[src/rtl/mem_access_unit.sv]
// Memory-stage controller: issues one load/store per EX/MEM instruction over a req/ack
// handshake, stalls the pipeline while it is in flight, and aborts via a watchdog.
module mem_access_unit #(
  parameter int unsigned ADDR_W   = 16,
  parameter int unsigned DATA_W   = 16,
  parameter int unsigned MAX_WAIT = 15
) (
  input  logic              i_clk,
  input  logic              i_rst_n,
  input  logic              i_ex_valid,
  input  logic              i_ex_memread,
  input  logic              i_ex_memwrite,
  input  logic [ADDR_W-1:0] i_ex_addr,
  input  logic [DATA_W-1:0] i_ex_wdata,
  output logic              o_mem_req,
  output logic              o_mem_we,
  output logic [ADDR_W-1:0] o_mem_addr,
  output logic [DATA_W-1:0] o_mem_wdata,
  input  logic              i_mem_ack,
  input  logic [DATA_W-1:0] i_mem_rdata,
  output logic              o_stall,
  output logic              o_wb_valid,
  output logic [DATA_W-1:0] o_wb_rdata,
  output logic              o_err
);

  localparam int unsigned CNT_W = $clog2(MAX_WAIT + 1);

  typedef enum logic [1:0] {StIdle, StBusy, StDone} state_e;

  state_e              r_state, w_state_nxt;
  logic [CNT_W-1:0]    r_cnt, w_cnt_nxt;
  logic                r_mem_req, w_mem_req_nxt;
  logic                r_mem_we, w_mem_we_nxt;
  logic [ADDR_W-1:0]   r_mem_addr, w_mem_addr_nxt;
  logic [DATA_W-1:0]   r_mem_wdata, w_mem_wdata_nxt;
  logic                r_wb_valid, w_wb_valid_nxt;
  logic [DATA_W-1:0]   r_wb_rdata, w_wb_rdata_nxt;
  logic                r_err, w_err_nxt;
  logic                w_access;
  logic                w_timeout;

  assign w_access  = i_ex_valid & (i_ex_memread | i_ex_memwrite);
  assign w_timeout = (r_cnt == CNT_W'(MAX_WAIT - 1));

  always_comb begin
    w_state_nxt     = r_state;
    w_cnt_nxt       = r_cnt;
    w_mem_req_nxt   = r_mem_req;
    w_mem_we_nxt    = r_mem_we;
    w_mem_addr_nxt  = r_mem_addr;
    w_mem_wdata_nxt = r_mem_wdata;
    w_wb_valid_nxt  = 1'b0;
    w_wb_rdata_nxt  = r_wb_rdata;
    w_err_nxt       = 1'b0;
    o_stall         = 1'b0;

    unique case (r_state)
      StIdle: begin
        if (w_access) begin
          o_stall         = 1'b1;
          w_mem_addr_nxt  = i_ex_addr;
          w_mem_wdata_nxt = i_ex_wdata;
          // A store wins when both read and write are flagged.
          w_mem_we_nxt    = i_ex_memwrite;
          w_mem_req_nxt   = 1'b1;
          w_cnt_nxt       = '0;
          w_state_nxt     = StBusy;
        end
      end
      StBusy: begin
        o_stall = 1'b1;
        if (i_mem_ack) begin
          w_mem_req_nxt = 1'b0;
          if (!r_mem_we) begin
            w_wb_valid_nxt = 1'b1;
            w_wb_rdata_nxt = i_mem_rdata;
          end
          w_state_nxt = StDone;
        end else if (w_timeout) begin
          w_mem_req_nxt = 1'b0;
          w_err_nxt     = 1'b1;
          if (!r_mem_we) begin
            w_wb_valid_nxt = 1'b1;
            w_wb_rdata_nxt = '0;
          end
          w_state_nxt = StDone;
        end else begin
          w_cnt_nxt = r_cnt + CNT_W'(1);
        end
      end
      // Pipeline advances this cycle; the still-visible ex_* slot must not re-issue.
      StDone: begin
        w_state_nxt = StIdle;
      end
      default: begin
        w_state_nxt = StIdle;
      end
    endcase
  end

  always_ff @(posedge i_clk or negedge i_rst_n) begin
    if (!i_rst_n) begin
      r_state     <= StIdle;
      r_cnt       <= '0;
      r_mem_req   <= 1'b0;
      r_mem_we    <= 1'b0;
      r_mem_addr  <= '0;
      r_mem_wdata <= '0;
      r_wb_valid  <= 1'b0;
      r_wb_rdata  <= '0;
      r_err       <= 1'b0;
    end else begin
      r_state     <= w_state_nxt;
      r_cnt       <= w_cnt_nxt;
      r_mem_req   <= w_mem_req_nxt;
      r_mem_we    <= w_mem_we_nxt;
      r_mem_addr  <= w_mem_addr_nxt;
      r_mem_wdata <= w_mem_wdata_nxt;
      r_wb_valid  <= w_wb_valid_nxt;
      r_wb_rdata  <= w_wb_rdata_nxt;
      r_err       <= w_err_nxt;
    end
  end

  assign o_mem_req   = r_mem_req;
  assign o_mem_we    = r_mem_we;
  assign o_mem_addr  = r_mem_addr;
  assign o_mem_wdata = r_mem_wdata;
  assign o_wb_valid  = r_wb_valid;
  assign o_wb_rdata  = r_wb_rdata;
  assign o_err       = r_err;

endmodule

[config.mk]
export PLATFORM = sky130hd
export DESIGN_NAME = mem_access_unit
export DESIGN_NICKNAME = d
export VERILOG_FILES = /design/src/rtl/mem_access_unit.sv
export SDC_FILE = /design/constraint.sdc
export NUM_CORES = 1
export LEC_CHECK = 0
export BUFFER_PORTS_ARGS = -buffer_cell sky130_fd_sc_hd__buf_2
export CELL_PAD_IN_SITES_DETAIL_PLACEMENT = 0
export CELL_PAD_IN_SITES_GLOBAL_PLACEMENT = 1
export CORE_MARGIN = 1.5
export CORE_UTILIZATION = 38
export DETAILED_ROUTE_END_ITERATION = 8
export PLACE_DENSITY_LB_ADDON = 0.1
export SETUP_SLACK_MARGIN = 0.4
export SYNTH_ARGS = -nofsm -noshare
export SYNTH_HDL_FRONTEND = slang
export SYNTH_SLANG_ARGS = --single-unit
[constraint.sdc]
create_clock -name i_clk -period 2.8 [get_ports i_clk]
set_clock_uncertainty 0.15 [all_clocks]
set_input_delay 0.84 -clock i_clk [delete_from_list [all_inputs] [get_ports i_clk]]
set_output_delay 0.84 -clock i_clk [all_outputs]
set_load 0.02 [all_outputs]
==> qor.csv, run 1 <==
metric,value,unit
status,"finished, final reports clean",
overflow,0,
area_growth,37.5,%
avgSynthCellArea,15.2,um^2
grt.total_usage,0.157,
power.total,3460,uW
die_area,6390,um^2
routabilityCongestion,0.740,
multi_input_area,709,um^2
post_dp_cell_area,2840,um^2
drv_slew,0,
worst-r2r-cell-count,5,
crit_path_end_kind,output port,
r2r_start,r_cnt[0],
cap_violations,0,
worst_pin_slew,0.938,ns
slowest_stage,o21ai_2,
seq_area,1450,um^2
vias,1585,
yosys_warnings,0,
max-slew-margin-rel,0.372,
synth_seq_cells,58,
finalCritPeriodShare,0.837,
cp_max_fo,3,
rows,27,
clock_latency,0.32,ns
io_pins,107,
cts_setup_buffers,0,
die_y,80.0,um
viasPerCell,4.72,
antenna_found_initial,0,
cts_resized,0,
postLayoutCellArea,3100,um^2
min_to,o_wb_rdata[14],
period_needed,2.34,ns
start_util,0.401,
drt_wl_total,4700,um
io_buffer_count,106,
startpoint,i_ex_memwrite,
whs_path_depth,1,
powerDensity,1120,nW/um^2
grt_pass1_wl,7480,um
path_clk_slew,0.06,ns
cp_common_cell,buf_2,
worstHoldStart,o_wb_rdata[14],
min_path_type,register to register,
regToRegSetupSlack,0.77,ns
grt_pass1_vias,1603,
combinationalPowerShare,0.340,
synth_cell_types,24,
syn_inst,148,
critPathKind,input pin to output port,
ant_nets,0,
cts_tree,built,
ys_seq_area_frac,0.645,
routedWlPerCell,14.0,um
max_freq,0.427,GHz
n_fill_cell,515,
cts_root_buf,clkbuf_8,
intPower,2290,uW
drcViolationCount,0,
worstPathCellList,buf_2 > o21ai_2 > a21oi_1 > buf_2,
setup_viol,0,
initialDrtViolationCount,74,
p_leak,0.00155,uW
p_switching,1160,uW
die_width,80.0,um
first_pass_iters,4,
hpwl,3310,um
start_kind,input pin,
cts.path.max_buffers,2,
layout-drive-gt1-share,0.610,
htreeDepth,3,
grt_max_degree,34,
r2r_end,o_wb_rdata[1],
cts_inserted_buffers,9,
pwr-share-clk,0.277,
coreArea,5610,um^2
seq_power_share,0.383,
final_nets,315,
power.share.switching,0.336,
path_delay_family,buffers and inverters,
finalSetupTns,0,ns
required,1.81,ns
rsz0062_at_grt,no,
path_buf_inv,2,
hold_viol_final,0,
hold_buffers,0,
ir_worst_vdd,0.543,mV
antennaDiodeCount,0,
critPathMaxStageDelay,0.16,ns
crit_arrival,1.35,ns
clock_sinks,58,
synth_fp_nets,204,
syn_area,2250,um^2
stage by stage:
| stage | util | hold WS (ns) | cells | worst slack (ns) |
|---|---|---|---|---|
| after global placement | 0.506 | 0.332 | 320 | 0.432 |
| after detailed placement | 0.506 | 0.337 | 320 | 0.418 |
| final | 0.552 | 0.346 | 336 | 0.457 |
| after floorplan | - | 0.339 | 148 | 0.520 |
| after global routing | 0.552 | 0.363 | 336 | 0.408 |
| after CTS | 0.551 | 0.353 | 336 | 0.416 |
synth_stat cells (all sizes together):
master / number / area (um^2)
nand3: 2 / 10.0
o21ai: 3 / 15.0
buf: 8 / 71.3
o22ai: 1 / 6.26
or3b: 1 / 8.76
nand2b: 1 / 13.8
a41oi: 1 / 8.76
a31oi: 2 / 12.5
and3: 1 / 6.26
mux2: 33 / 372
nor2: 2 / 7.51
or3: 2 / 12.5
inv: 6 / 22.5
a21oi: 2 / 10.0
dfrtp: 58 / 1450
nor3b: 3 / 27.5
nand2: 1 / 3.75
o32ai: 2 / 17.5
a22o: 16 / 140
a31o: 1 / 8.76
ha: 2 / 25.0
sequential cells by signal, indices dropped and copies added (netlist names):
signal and flops:
o_mem_addr 16, o_mem_wdata 16, o_wb_rdata 16, r_cnt 4, r_state 2, o_err 1
o_mem_req 1, o_mem_we 1, o_wb_valid 1
kinds of logic (layout without fill, tap and decap cells):
kind of cell,after synthesis,after routing,share of synthesized area
muxes,33,33,0.165
buffers and inverters,14,130,0.0417
DFF,58,58,0.645
and+or+nand+nor,13,13,0.0400
adders and majority gates,2,2,0.0111
AOI/OAI and AO/OA,28,28,0.0973
worst reg2reg max path: stages (launching register included):
cell and delay [ns]:
dfrtp_1 0.41, inv_1 0.11, ha_1 0.18, a31oi_1 0.13, or3_1 0.60, a22o_1 0.34
area by class of cell:
cell class | count | area share
tap | 72 | 0.0291
clock inverter | 5 | 0.0323
inverter | 6 | 0.00728
multi-input combinational | 76 | 0.229
sequential | 58 | 0.469
clock buffer | 11 | 0.0489
timing repair buffer | 108 | 0.184
how the worst max path moves through the flow:
stage              end  slack (ns)  cells past startpoint
2_1_floorplan  o_stall        0.52                      2
3_3_place_gp   o_stall        0.43                      4
3_5_place_dp   o_stall        0.42                      4
4_1_cts        o_stall        0.42                      4
5_1_grt        o_stall        0.41                      4
6_report       o_stall        0.46                      4
power by group through the flow:
stage	Clock (uW)	Sequential, uW	Combinational (uW)
2_1_floorplan	0	1690	417
3_3_place_gp	0	1330	1180
3_5_place_dp	0	1340	1190
4_1_cts	983	1330	1190
5_1_grt	1020	1370	1270
6_report	957	1330	1170
layer usage:
layer,part of all wire,track usage,wire [um]
met1,0.46,0.203,2150
met4,0.017,0.0724,81
met5,0,0,0
met3,0.088,0.0640,415
met2,0.44,0.230,2060
layout by cell type (no fill, tap or decap), types with 3 or more instances in the layout:
cell	count
a22o_1	16
buf_2	106
bufinv_16	3
clkbuf_8	11
dfrtp_1	58
inv_1	6
mux2_2	33
(Power assumes the default switching activity.)
==> run 2, diff against run 1 <==
- ABC_AREA: default -> 1
- CORE_UTILIZATION: 38 -> 34
- clock period: 2.8 -> 2.4 ns (I/O delays scaled with it)
==> run 2 against run 1 <==
Power grew 4.1%. Final area grew 5.9%. Highest routed layer unchanged. Final cell count grew 42%. Clock-buffer cell count is the same.
==> qor.csv, run 2 <==
metric,value,unit,change
period_needed,2.07,ns,
seq_area,1450,um^2,unchanged
placed_cells_incl_taps,459,,+43%
max-slew-margin-rel,0.664,,+0.292
synth_largest_area_cell,dfrtp_1,,
finalSetupTns,0,ns,unchanged
rsz0062_at_grt,yes,,
worst-r2r-cell-count,8,,+3
ys_seq_area_frac,0.597,,-0.0478
path_clk_slew,0.06,ns,about the same
synth_cell_types,20,,-17%
routabilityCongestion,0.692,,-6.5%
synth_seq_cells,58,,unchanged
synth_top_area_frac,0.597,,-0.0478
drt_wl_total,5330,um,+13%
max_freq,0.482,GHz,
n_fill_cell,737,,+43%
yosys_warnings,0,,unchanged
ir_worst_vdd,0.377,mV,-31%
synth_area_leaders,"dfrtp_1 60%, nand2_1 12%, inv_1 6.5%, o21ai_1 5.1%, nand4_1 4.1%",,
clock_latency,0.32,ns,about the same
io_buffer_count,106,,unchanged
grt_pass1_wl,8470,um,+13%
grt.total_usage,0.145,,-0.0124
drv_slew,0,,unchanged
first_pass_iters,4,,unchanged
synthArstFlopShare,1.00,,unchanged
initialDrtViolationCount,86,,+16%
final_nets,433,,+37%
critPathKind,input pin to output port,,
htreeDepth,3,,unchanged
met3_usage,0.0471,,-0.0169
fin_cells,478,,+42%
io_pins,107,,unchanged
start_kind,input pin,,
vias,2063,,+30%
clock_sinks,58,,unchanged
r2r_start,r_state[1],,
cts_inserted_buffers,9,,unchanged
worst_pin_slew,0.501,ns,-0.436 ns
cts_root_buf,clkbuf_8,,
cts.path.max_buffers,2,,unchanged
powerDensity,1100,nW/um^2,-1.7%
start_util,0.354,,-0.0475
required,1.53,ns,-0.28 ns
area_growth,34.9,%,
antennaDiodeCount,0,,unchanged
die_y,87.6,um,+9.5%
globalRoute.busiestLayer,met2,,
grt_max_degree,73,,+110%
synth_common_cells,"80 x nand2_1, 58 x dfrtp_1, 42 x inv_1",,
postLayoutCellArea,3280,um^2,+5.9%
r2r_end,r_cnt[3],,
layout-drive-gt1-share,0.369,,-0.241
cap_violations,0,,unchanged
crit_arrival,1.20,ns,-0.15 ns
yosysMostFrequentCell,nand2_1,,
coreArea,6870,um^2,+22%
critPathMaxStageDelay,0.12,ns,-0.04 ns
synthFlopType,dfrtp_1,,
synth_edf_count,0,,unchanged
multi_input_area,751,um^2,+5.8%
rows,30,,+11%
syn_area,2430,um^2,+8.0%
drcViolationCount,0,,unchanged
overflow,0,,unchanged
cts_tree,built,,
layout_setup_ws,0.326,ns,-0.131 ns
ant_nets,0,,unchanged
cp_common_cell,nand2_4,,
hpwl,3640,um,+10%
hold_buffers,0,,unchanged
met2_usage,0.217,,-0.0128
avgSynthCellArea,9.14,um^2,-40%
synth_fp_nets,322,,+58%
layout_commonest_cell,buf_2,,
status,"finished, final reports clean",,
grt_pass1_vias,1834,,+14%
routedWlPerCell,11.1,um,-20%
die_width,87.6,um,+9.5%
p_leak,0.00189,uW,+21%
min_path_type,input pin to asynchronous set/reset pin,,
antenna_found_initial,0,,unchanged
slowest_stage,buf_4,,
hold_viol_final,0,,unchanged
die_area,7670,um^2,+20%
regToRegSetupSlack,0.67,ns,-0.10 ns
final_cell_mix,"104 x buf_2, 78 x nand2_1, 58 x dfrtp_1",,
fin_util,0.477,,-0.0746
cp_max_fo,2,,-1
grtUsageMet1,0.190,,-0.0127
post_dp_cell_area,3070,um^2,+8.2%
finalCritPeriodShare,0.864,,
startpoint,i_ex_memwrite,,
viasPerCell,4.32,,-8.5%
pre_cts_ws,0.260,ns,-0.158 ns
syn_inst,266,,+80%
setup_viol,0,,unchanged
crit_path_end_kind,output port,,
worstPathCellList,buf_4 > inv_6 > nand2_4 > nand3_4 > nand2_4 > buf_6,,
==> run 2: cell types whose count changed after synthesis, moves of 3 or more <==
cell and delta:
a22o_1 -16, buf_2 +6, inv_1 +36, mux2_2 -33, nand2_1 +79, nand2_2 +3
nand3_1 +4, nand4_1 +16, o21ai_0 +7, o21ai_1 +24
==> run 2: logic make-up after synthesis <==
logic type               count (synthesis)  share of synthesized area
flip-flops                              58                      0.597
adder cells (fa/ha/maj)                  2                     0.0103
AO/OA/AOI/OAI                           34                     0.0700
AND/OR/NAND/NOR                        115                      0.219
XOR/XNOR                                 1                    0.00360
buffers and inverters                   56                      0.100
==> run 2: timing repair <==
item / CTS / global route
setup buffers: 0 / 3
endpoints found under the setup margin: 1 / 1
pin swaps: 2 / 4
resized for setup: 3 / 2
==> run 2: how the worst max path moves through the flow <==
stage,endpoint,slack (ns),cells after the start
finish,o_stall,0.33,6
global route,o_stall,0.29,5
CTS,o_stall,0.31,4
detailed placement,o_stall,0.26,6
global placement,o_stall,0.26,6
floorplan,o_stall,0.40,5
==> run 2: per-stage QoR <==
step	total power, uW	hold WS [ns]
2_1_floorplan	2370	0.274
3_3_place_gp	2840	0.299
3_5_place_dp	2850	0.304
4_1_cts	3640	0.239
5_1_grt	3870	0.243
6_report	3600	0.234
==> run 2: per-layer routing <==
layer / part of all wire / vias to the layer above
met4: 0.011 / 0
met2: 0.44 / 80
li1: - / 1052
met5: 0 / -
met3: 0.085 / 7
met1: 0.47 / 924
==> run 2: report_power, final <==
group / switching (uW) / internal [uW]
Clock: 364 / 397
Combinational: 874 / 462
Sequential: 186 / 1310
Total: 1430 / 2170
==> run 2: worst max-delay path, delay by kind of cell <==
kind / cells / cell delay, ns
buffers and inverters: 3 / 0.29
and+or+nand+nor: 3 / 0.19
==> run 2: cell type report <==
class,instances,share of cell area
clock buffer,11,0.0431
sequential,58,0.443
timing repair buffer,113,0.188
multi-input combinational,152,0.229
tap,96,0.0366
inverter,43,0.0515
clock inverter,5,0.00916
